**config.mk**
```make
export PLATFORM = sky130hd
export DESIGN_NAME = matmul_bus_master
export DESIGN_NICKNAME = d
export VERILOG_FILES = /design/src/rtl/matmul_bus_master.sv
export SDC_FILE = /design/constraint.sdc
export NUM_CORES = 1
export LEC_CHECK = 0
export CAP_MARGIN = 30
export CORE_AREA = 2 2 167 169
export DETAILED_ROUTE_END_ITERATION = 12
export DIE_AREA = 0 0 169 171
export DONT_BUFFER_PORTS = 1
export SLEW_MARGIN = 10
export SYNTH_ARGS = -nofsm -noshare
export SYNTH_HDL_FRONTEND = slang
export SYNTH_SLANG_ARGS = --single-unit
export TNS_END_PERCENT = 5
```
**constraint.sdc**
```tcl
create_clock -name clk_i -period 1.7 [get_ports clk_i]
set_input_delay 0.51 -clock clk_i [delete_from_list [all_inputs] [get_ports clk_i]]
set_output_delay 0.51 -clock clk_i [all_outputs]
set_load 0.01 [all_outputs]
```
**src/rtl/matmul_bus_master.sv**
```systemverilog
// Bus initiator that runs one matrix-multiply job on the accelerator register file.
// Optional poll timeout: define MATMUL_BUS_MASTER_TIMEOUT_EN.
module matmul_bus_master #(
   parameter int DATA_WIDTH = 32,
   parameter int BUS_WIDTH  = 64,
   parameter int ADDR_WIDTH = 32,
   parameter int POLL_GAP   = 4,
   parameter int POLL_LIMIT = 1024
) (
   input  logic                              clk_i,
   input  logic                              rst_i,
   input  logic                              cmd_valid_i,
   output logic                              cmd_ready_o,
   input  logic [15:0]                       cmd_ctrl_i,
   input  logic [1:0]                        cmd_target_i,
   input  logic                              in_valid_i,
   output logic                              in_ready_o,
   input  logic [BUS_WIDTH-1:0]              in_data_i,
   output logic [ADDR_WIDTH-1:0]             address_o,
   output logic [BUS_WIDTH-1:0]              data_o,
   output logic                              write_enable_o,
   output logic [BUS_WIDTH/DATA_WIDTH-1:0]   strobe_o,
   output logic                              sp_read_o,
   input  logic [BUS_WIDTH-1:0]              data_i,
   output logic                              out_valid_o,
   input  logic                              out_ready_i,
   output logic [BUS_WIDTH-1:0]              out_data_o,
   output logic [BUS_WIDTH-1:0]              flags_o,
   output logic                              done_o,
   output logic                              error_o
);
   localparam int MAX_DIM = BUS_WIDTH / DATA_WIDTH;
   localparam int ROW_W   = $clog2(MAX_DIM);
   localparam int CW      = ROW_W + 1;
   localparam int GW      = $clog2(POLL_GAP + 1);

   typedef enum logic [3:0] {
      S_IDLE, S_WR_A, S_WR_B, S_WR_CTRL, S_POLL_WAIT, S_POLL_RD, S_RD_SP, S_OUT, S_RD_FLAGS
   } state_t;

   state_t                    r_state, w_next;
   logic [CW-1:0]             r_cnt;
   logic [GW-1:0]             r_gap;
   logic                      r_phase;
   logic [15:0]               r_ctrl;
   logic [1:0]                r_target;
   logic                      r_we;
   logic [ADDR_WIDTH-1:0]     r_waddr;
   logic [BUS_WIDTH-1:0]      r_wdata;
   logic [MAX_DIM-1:0]        r_strb;
   logic [BUS_WIDTH-1:0]      r_out_data;
   logic [BUS_WIDTH-1:0]      r_flags;
   logic                      r_done;
   logic                      w_last;
   logic                      w_is_rd;
   logic                      w_timeout;
   logic [ADDR_WIDTH-1:0]     w_rd_addr;

   function automatic logic [ADDR_WIDTH-1:0] mk_addr(input logic [4:0] off, input logic [CW-1:0] row);
      logic [ADDR_WIDTH-1:0] a;
      a = '0;
      a[4:0] = off;
      a[5 +: ROW_W] = row[ROW_W-1:0];
      return a;
   endfunction

   assign w_last  = (r_cnt == CW'(MAX_DIM - 1));
   assign w_is_rd = (r_state == S_POLL_RD) || (r_state == S_RD_SP) || (r_state == S_RD_FLAGS);

`ifdef MATMUL_BUS_MASTER_TIMEOUT_EN
   localparam int PW = $clog2(POLL_LIMIT + 1);
   logic [PW-1:0] r_polls;
   logic          r_error;
   assign w_timeout = (r_polls == PW'(POLL_LIMIT - 1));
   assign error_o   = r_error;
`else
   // Polling never gives up here, so POLL_LIMIT has no effect on this build.
   assign w_timeout = 1'b0 & (POLL_LIMIT == 0);
   assign error_o   = 1'b0;
`endif

   always_comb begin
      w_rd_addr = '0;
      case (r_state)
         S_RD_SP:    w_rd_addr = mk_addr({1'b1, r_target, 2'b00}, r_cnt);
         S_RD_FLAGS: w_rd_addr = mk_addr(5'h0C, '0);
         default:    w_rd_addr = '0;
      endcase
   end

   // Bus writes are registered one cycle after acceptance; reads never overlap them.
   assign address_o      = r_we ? r_waddr : w_rd_addr;
   assign data_o         = r_wdata;
   assign write_enable_o = r_we;
   assign strobe_o       = r_strb;
   assign sp_read_o      = (r_state == S_RD_SP) || (r_state == S_RD_FLAGS);
   assign cmd_ready_o    = (r_state == S_IDLE);
   assign in_ready_o     = (r_state == S_WR_A) || (r_state == S_WR_B);
   assign out_valid_o    = (r_state == S_OUT);
   assign out_data_o     = r_out_data;
   assign flags_o        = r_flags;
   assign done_o         = r_done;

   always_ff @(posedge clk_i) begin
      if (rst_i) r_state <= S_IDLE;
      else       r_state <= w_next;
   end

   always_comb begin
      w_next = r_state;
      case (r_state)
         S_IDLE:      if (cmd_valid_i) w_next = S_WR_A;
         S_WR_A:      if (in_valid_i && w_last) w_next = S_WR_B;
         S_WR_B:      if (in_valid_i && w_last) w_next = S_WR_CTRL;
         S_WR_CTRL:   w_next = S_POLL_WAIT;
         S_POLL_WAIT: if (r_gap == GW'(POLL_GAP - 1)) w_next = S_POLL_RD;
         S_POLL_RD: begin
            if (r_phase) begin
               if (!data_i[0])     w_next = S_RD_SP;
               else if (w_timeout) w_next = S_IDLE;
               else                w_next = S_POLL_WAIT;
            end
         end
         S_RD_SP:     if (r_phase) w_next = S_OUT;
         S_OUT:       if (out_ready_i) w_next = w_last ? S_RD_FLAGS : S_RD_SP;
         S_RD_FLAGS:  if (r_phase) w_next = S_IDLE;
         default:     w_next = S_IDLE;
      endcase
   end

   always_ff @(posedge clk_i) begin
      if (rst_i) begin
         r_cnt      <= '0;
         r_gap      <= '0;
         r_phase    <= 1'b0;
         r_ctrl     <= '0;
         r_target   <= '0;
         r_we       <= 1'b0;
         r_waddr    <= '0;
         r_wdata    <= '0;
         r_strb     <= '0;
         r_out_data <= '0;
         r_flags    <= '0;
         r_done     <= 1'b0;
`ifdef MATMUL_BUS_MASTER_TIMEOUT_EN
         r_polls    <= '0;
         r_error    <= 1'b0;
`endif
      end else begin
         r_we    <= 1'b0;
         r_waddr <= '0;
         r_wdata <= '0;
         r_strb  <= '0;
         r_done  <= 1'b0;
         r_phase <= w_is_rd ? ~r_phase : 1'b0;
         case (r_state)
            S_IDLE: begin
               if (cmd_valid_i) begin
                  r_ctrl   <= cmd_ctrl_i;
                  r_target <= cmd_target_i;
                  r_cnt    <= '0;
`ifdef MATMUL_BUS_MASTER_TIMEOUT_EN
                  r_error  <= 1'b0;
`endif
               end
            end
            S_WR_A, S_WR_B: begin
               if (in_valid_i) begin
                  r_we    <= 1'b1;
                  r_waddr <= mk_addr((r_state == S_WR_A) ? 5'h04 : 5'h08, r_cnt);
                  r_wdata <= in_data_i;
                  r_strb  <= '1;
                  r_cnt   <= w_last ? '0 : r_cnt + 1'b1;
               end
            end
            S_WR_CTRL: begin
               r_we    <= 1'b1;
               r_waddr <= '0;
               r_wdata <= BUS_WIDTH'(r_ctrl | 16'h0001);
               r_gap   <= '0;
`ifdef MATMUL_BUS_MASTER_TIMEOUT_EN
               r_polls <= '0;
`endif
            end
            S_POLL_WAIT: r_gap <= (r_gap == GW'(POLL_GAP - 1)) ? '0 : r_gap + 1'b1;
            S_POLL_RD: begin
               if (r_phase) begin
`ifdef MATMUL_BUS_MASTER_TIMEOUT_EN
                  r_polls <= r_polls + 1'b1;
                  if (data_i[0] && w_timeout) begin
                     r_error <= 1'b1;
                     r_done  <= 1'b1;
                  end
`endif
                  if (!data_i[0]) r_cnt <= '0;
               end
            end
            S_RD_SP:  if (r_phase) r_out_data <= data_i;
            S_OUT:    if (out_ready_i) r_cnt <= r_cnt + 1'b1;
            S_RD_FLAGS: begin
               if (r_phase) begin
                  r_flags <= data_i;
                  r_done  <= 1'b1;
               end
            end
            default: ;
         endcase
      end
   end
endmodule

```
After elaboration in Yosys (flattened, before gate mapping)
Index checks and enable logic that the tools add are counted.
Widths: inputs -> output; s select.
{"block": "totals", "ff_bits": 256, "output_inout_bits": 233, "elab_cells": 88}
{"block": "op_classes", "n_addsub": 2, "eq_ne": 20, "n_mux": 29, "bitwise_logic": 5, "reduce_logical": 18}
{"operator": "$pmux 64 s2", "count": 1}
{"operator": "$mux 64", "count": 1}
{"operator": "$mux 4", "count": 10}
{"operator": "$pmux 4 s9", "count": 1}
{"operator": "$mux 32", "count": 1}
{"operator": "$eq 4x3->1 const B", "count": 4}
{"operator": "$mux 2", "count": 8}
{"operator": "$ne 2x2->1 const B", "count": 7}
{"operator": "$pmux 6 s2", "count": 1}
{"operator": "$eq 4x2->1 const B", "count": 2}
{"operator": "$pmux 2 s4", "count": 1}
{"operator": "$reduce_and 8->1", "count": 1}
{"operator": "$reduce_or 2->1", "count": 4}
{"operator": "$ne 2x1->1 const B", "count": 3}
{"operator": "$pmux 3 s2", "count": 1}
{"operator": "$reduce_and 2->1", "count": 3}
{"operator": "$reduce_and 6->1", "count": 1}
{"operator": "$not 1->1", "count": 5}
{"operator": "$eq 4x1->1 const B", "count": 1}
{"operator": "$eq 4x4->1 const B", "count": 1}
{"operator": "$logic_not 4->1", "count": 1}
{"operator": "$logic_or 1x1->1", "count": 4}
{"operator": "$reduce_bool 4->1", "count": 1}
{"operator": "$add 3x1->3 const B", "count": 1}
{"operator": "other kinds (9)", "count": 10}

Logic depth before layout (Yosys ltp)
{"block": "logic_depth", "word_depth": 5, "mapped_depth": 7, "depth_no_buf": 6}

Worst setup path before layout
Ideal clock, no wire load.
{"block": "synth_path", "kind": "register to output", "from": "reg r_state[3]", "to": "out address_o[2]", "arrival_time_ns": 1.174, "t_required_ns": 1.190, "setup_slack_ns": 0.016, "path_stages_with_launch": 5, "path_cell_list": "dfxtp_1 buf_4 and4bb_2 a21oi_1 o21ai_0"}
{"block": "synth_via", "elab_chain_cells": 3}
{"item": "start: declaration", "line_no": "41", "source": "state_t r_state, w_next;"}
{"item": "start signal: assignment", "line_no": "106", "source": "else r_state <= w_next;"}
{"item": "$eq 4x4->1 / $eq 4x3->1 (equally long branches)", "line_no": "84", "source": "case (r_state)"}
{"item": "$pmux 6 s2 *", "line_no": "84"}
{"item": "$mux 32 *", "line_no": "92", "source": "assign address_o = r_we ? r_waddr : w_rd_addr;"}
{"item": "end: declaration", "line_no": "19", "source": "output logic [ADDR_WIDTH-1:0] address_o,"}
Mark *: on every way between the ends. The rest lies on a longest branch, timed or not.

Worst setup path in the final report
{"block": "layout_path", "from": "reg r_state[2]", "to": "out sp_read_o"}
{"block": "layout_via", "elab_chain_cells": 2}
{"item": "$eq 4x3->1 / $eq 4x4->1 (equally long branches)", "line_no": "96", "source": "assign sp_read_o = (r_state == S_RD_SP) || (r_state == S_RD_FLAGS);"}
{"item": "$logic_or 1x1->1 *", "line_no": "96"}
{"item": "end: declaration", "line_no": "23", "source": "output logic sp_read_o,"}
Marked as above.

==> flow_metrics.tcl <==
set metrics [dict create \
    initialDrtViolationCount 365 \
    internal_power_mw 9.90 \
    power_frac_seq_pct 44.1 \
    ioPinCount 384 \
    grt_remaining_overflow 0 \
    htreeDepth 1 \
    portion_of_total_power_attributed_to_combinational_logic_pct 17.0 \
    avgViaCountPerCell 4.76 \
    core_region_area_um2 27300 \
    min_path_type "in2reg" \
    grt_use_total_pct 14.2 \
    cts_tree "built" \
    synthesis.instances 939 \
    syn-cell-area_um2 8030 \
    critPathLaunchType "register" \
    report.final.setup_viol 35 \
    count_of_buffers_inserted_at_the_top_level_ports 0 \
    power.density_nw_per_um2 1400 \
    finalWeightedCongestion 0.758 \
    fin_crit_sh_pct 127 \
    timing.critical_path.to_type "output port" \
    finalPower_mw 13.4 \
    power.leakage_nw 3.54 \
    antenna_left 0 \
    layout_common_cells "sky130_fd_sc_hd__nand2_1, sky130_fd_sc_hd__dfxtp_1, sky130_fd_sc_hd__a21oi_1" \
    ys_warn_count 0 \
    failing_checks "setup timing" \
    vias 6241 \
    post-route-worst-setup-slack_ns -0.464 \
    worst-setup-path-type "reg2out" \
    clock.fmax_mhz 462 \
    synth_seq_area_share_pct 56.1 \
    cts.sink_count 225 \
    synth_area_leaders "sky130_fd_sc_hd__dfxtp_1, sky130_fd_sc_hd__nand2_1, sky130_fd_sc_hd__a21oi_1" \
    critPathMaxFanout 5 \
    grt_max_degree 158 \
    total_switching_power_mw 3.52 \
    skew_ns 0.00843 \
    avgRoutedWirePerCell_um 17.3 \
    layout-area-overhead-vs-synth_pct 19.2 \
    maxSlewHeadroom_pct 65.5 \
    crit_path_top_delay_cell "sky130_fd_sc_hd__or4b_4" \
    post_route_cells_drive_above_1_share_pct 14.3 \
    dominant_synthesized_flop_cell "sky130_fd_sc_hd__dfxtp_1" \
    setup_repair_after_global_routing_missed_its_margin "yes" \
    crit_arrival_ns 1.65 \
    die_area_um2 28900 \
    start_util_pct 29.4 \
    core.rowCount 61 \
    synth.lib_cells_used.distinct 48 \
    chipWidth_um 169 \
    edff_count_synth 0 \
    synth-async-reset-ratio_pct 0 \
    grt_antenna_before_repair 0 \
    worst_pin_slew_ns 0.516 \
    number_of_buffers_on_the_longest_clock_path 3 \
    clk_pin_slew_ns 0.06 \
    detailedPlacementHpwl_mm 15.3 \
    firstDrtPassIters 4 \
    timing_max_transition_violations_final 0 \
    timing.critical_path.slowest_cell_delay_ns 0.54 \
    clock_power_share_pct 38.9 \
    design_area_um2 9570 \
    final_nets 1106 \
    worstPathRequired_ns 1.19 \
    fin_crit_ns 2.16 \
    placement.cell_area_um2 8510 \
    run_status "finished with violations" \
    layout.cells.most_common "sky130_fd_sc_hd__nand2_1" \
    overall_die_height_um 171 \
    n_antenna_cell 0 \
    cp_cell_sequence "or4b_4, or2b_4" \
    worst_skew_pair.late_latency_ns 0.51 \
    cap_violations 0 \
    drt-total-wl_mm 22.7 \
    grt_first_pass_wirelength_mm 32.9 \
    yosysTopAreaCell "sky130_fd_sc_hd__dfxtp_1" \
    vdd_ir_drop_max_mv 0.842 \
    postSynthAreaPerCell_um2 8.55 \
    post-route-drc-count 0 \
    power.switching_fraction_pct 26.2 \
    yosysTopAreaCellShare_pct 56.1 \
    vias_in_the_first_global_route 5692 \
    cts_root_buffer "sky130_fd_sc_hd__clkbuf_16" \
    cts-buffers-inserted 25 \
    ys_seq_elements 225 \
    final-hold-violation-count 0 \
]
[power groups by stage]
stage               sequential (mW)  clock, mW  combinational [mW]
global route                   5.93       5.59                2.50
global placement               6.00          0                1.85
finish                         5.91       5.22                2.28
detailed placement             6.00          0                1.88
floorplan                      5.90          0                1.34
CTS                            5.91       5.37                2.19
[path summary, 6_finish.rpt]
| check | startpoint | end | slack (ns) | depth (start not counted) |
|---|---|---|---|---|
| worst max-delay path | r_state[2]$_SDFFE_PP0P_ | sp_read_o | -0.46 | 2 |
| worst min-delay path | rst_i | r_phase$_SDFF_PP0_ | 0.12 | 1 |
| worst max register to register | r_state[0]$_SDFFE_PP0P_ | r_cnt[1]$_SDFFE_PP0P_ | -0.27 | 9 |
| worst min register to register | r_ctrl[2]$_SDFFE_PP0P_ | r_ctrl[2]$_SDFFE_PP0P_ | 0.46 | 2 |
[state kept, by name, summed over array words and instances (netlist names)]
| name | cells |
|---|---|
| done_o | 1 |
| out_data_o | 64 |
| r_gap | 3 |
| flags_o | 64 |
| data_o | 64 |
| r_waddr | 3 |
| write_enable_o | 1 |
| r_cnt | 2 |
| strobe_o | 1 |
| r_target | 2 |
| r_phase | 1 |
| r_ctrl | 15 |
| r_state | 4 |
[routing by layer]
layer	track usage (%)	part of all wire (%)
met2	23.5	48
met1	16.9	40
met5	0	0
met3	5.32	9.9
met4	5.05	2.5
[kinds of logic after synthesis]
kind of cell    count (synthesis)  synth area share, %
compound gates                184                 12.7
xor+xnor                        2                0.218
fa+ha+maj                       3                0.467
buf+inv                       108                 7.35
flops                         225                 56.1
mux                             4                0.561
other cells                     1               0.0467
simple gates                  412                 22.6
[synth_stat cells (2+ instances only)]
cell,number
sky130_fd_sc_hd__buf_2,25
sky130_fd_sc_hd__nor2b_1,3
sky130_fd_sc_hd__o211ai_1,2
sky130_fd_sc_hd__and2_1,3
sky130_fd_sc_hd__ha_1,3
sky130_fd_sc_hd__clkbuf_1,36
sky130_fd_sc_hd__dfxtp_1,225
sky130_fd_sc_hd__o21ai_0,5
sky130_fd_sc_hd__nand2b_1,3
sky130_fd_sc_hd__buf_4,39
sky130_fd_sc_hd__nand2_1,303
sky130_fd_sc_hd__nor3_1,5
sky130_fd_sc_hd__inv_1,6
sky130_fd_sc_hd__nor3b_1,2
sky130_fd_sc_hd__nor2_1,26
sky130_fd_sc_hd__nand3_1,2
sky130_fd_sc_hd__a22oi_1,16
sky130_fd_sc_hd__a21oi_1,152
sky130_fd_sc_hd__mux2i_1,3
sky130_fd_sc_hd__and3_1,52
[final cells by class]
type                       count  area (µm²)
sequential                   225        4520
inverter                       6        22.5
fill                        2776       17700
multi-input combinational    634        3180
clock buffer                  34         699
clock inverter                 6        87.6
timing repair buffer          60         632
tap                          346         433
[worst max-delay path: cells and delay by family, from the launching register on]
kind | cells | cell delay [ns]
and+or+nand+nor | 2 | 0.78
DFF | 1 | 0.36
[what timing repair did]
item	4_1_cts	5_1_grt
gates cloned	0	0
resized for setup	42	14
pin swaps	11	6
endpoints found under the setup margin	146	135
buffers inserted	11	1
hold buffers	0	0
[through the flow]
stage	setup TNS (ns)	hold WS, ns	std cells	utilization (%)	setup slack, ns
3_5_place_dp	-7.12	0.443	1259	31.1	-0.139
6_report	-4.33	0.120	1311	35.0	-0.464
4_1_cts	-4.21	0.0655	1310	34.8	-0.499
2_1_floorplan	0	0.437	967	-	0.0158
3_3_place_gp	-4.34	0.440	1259	31.1	-0.122
5_1_grt	-10.05	0.0861	1311	35.0	-0.521
(Power assumes the default switching activity.)
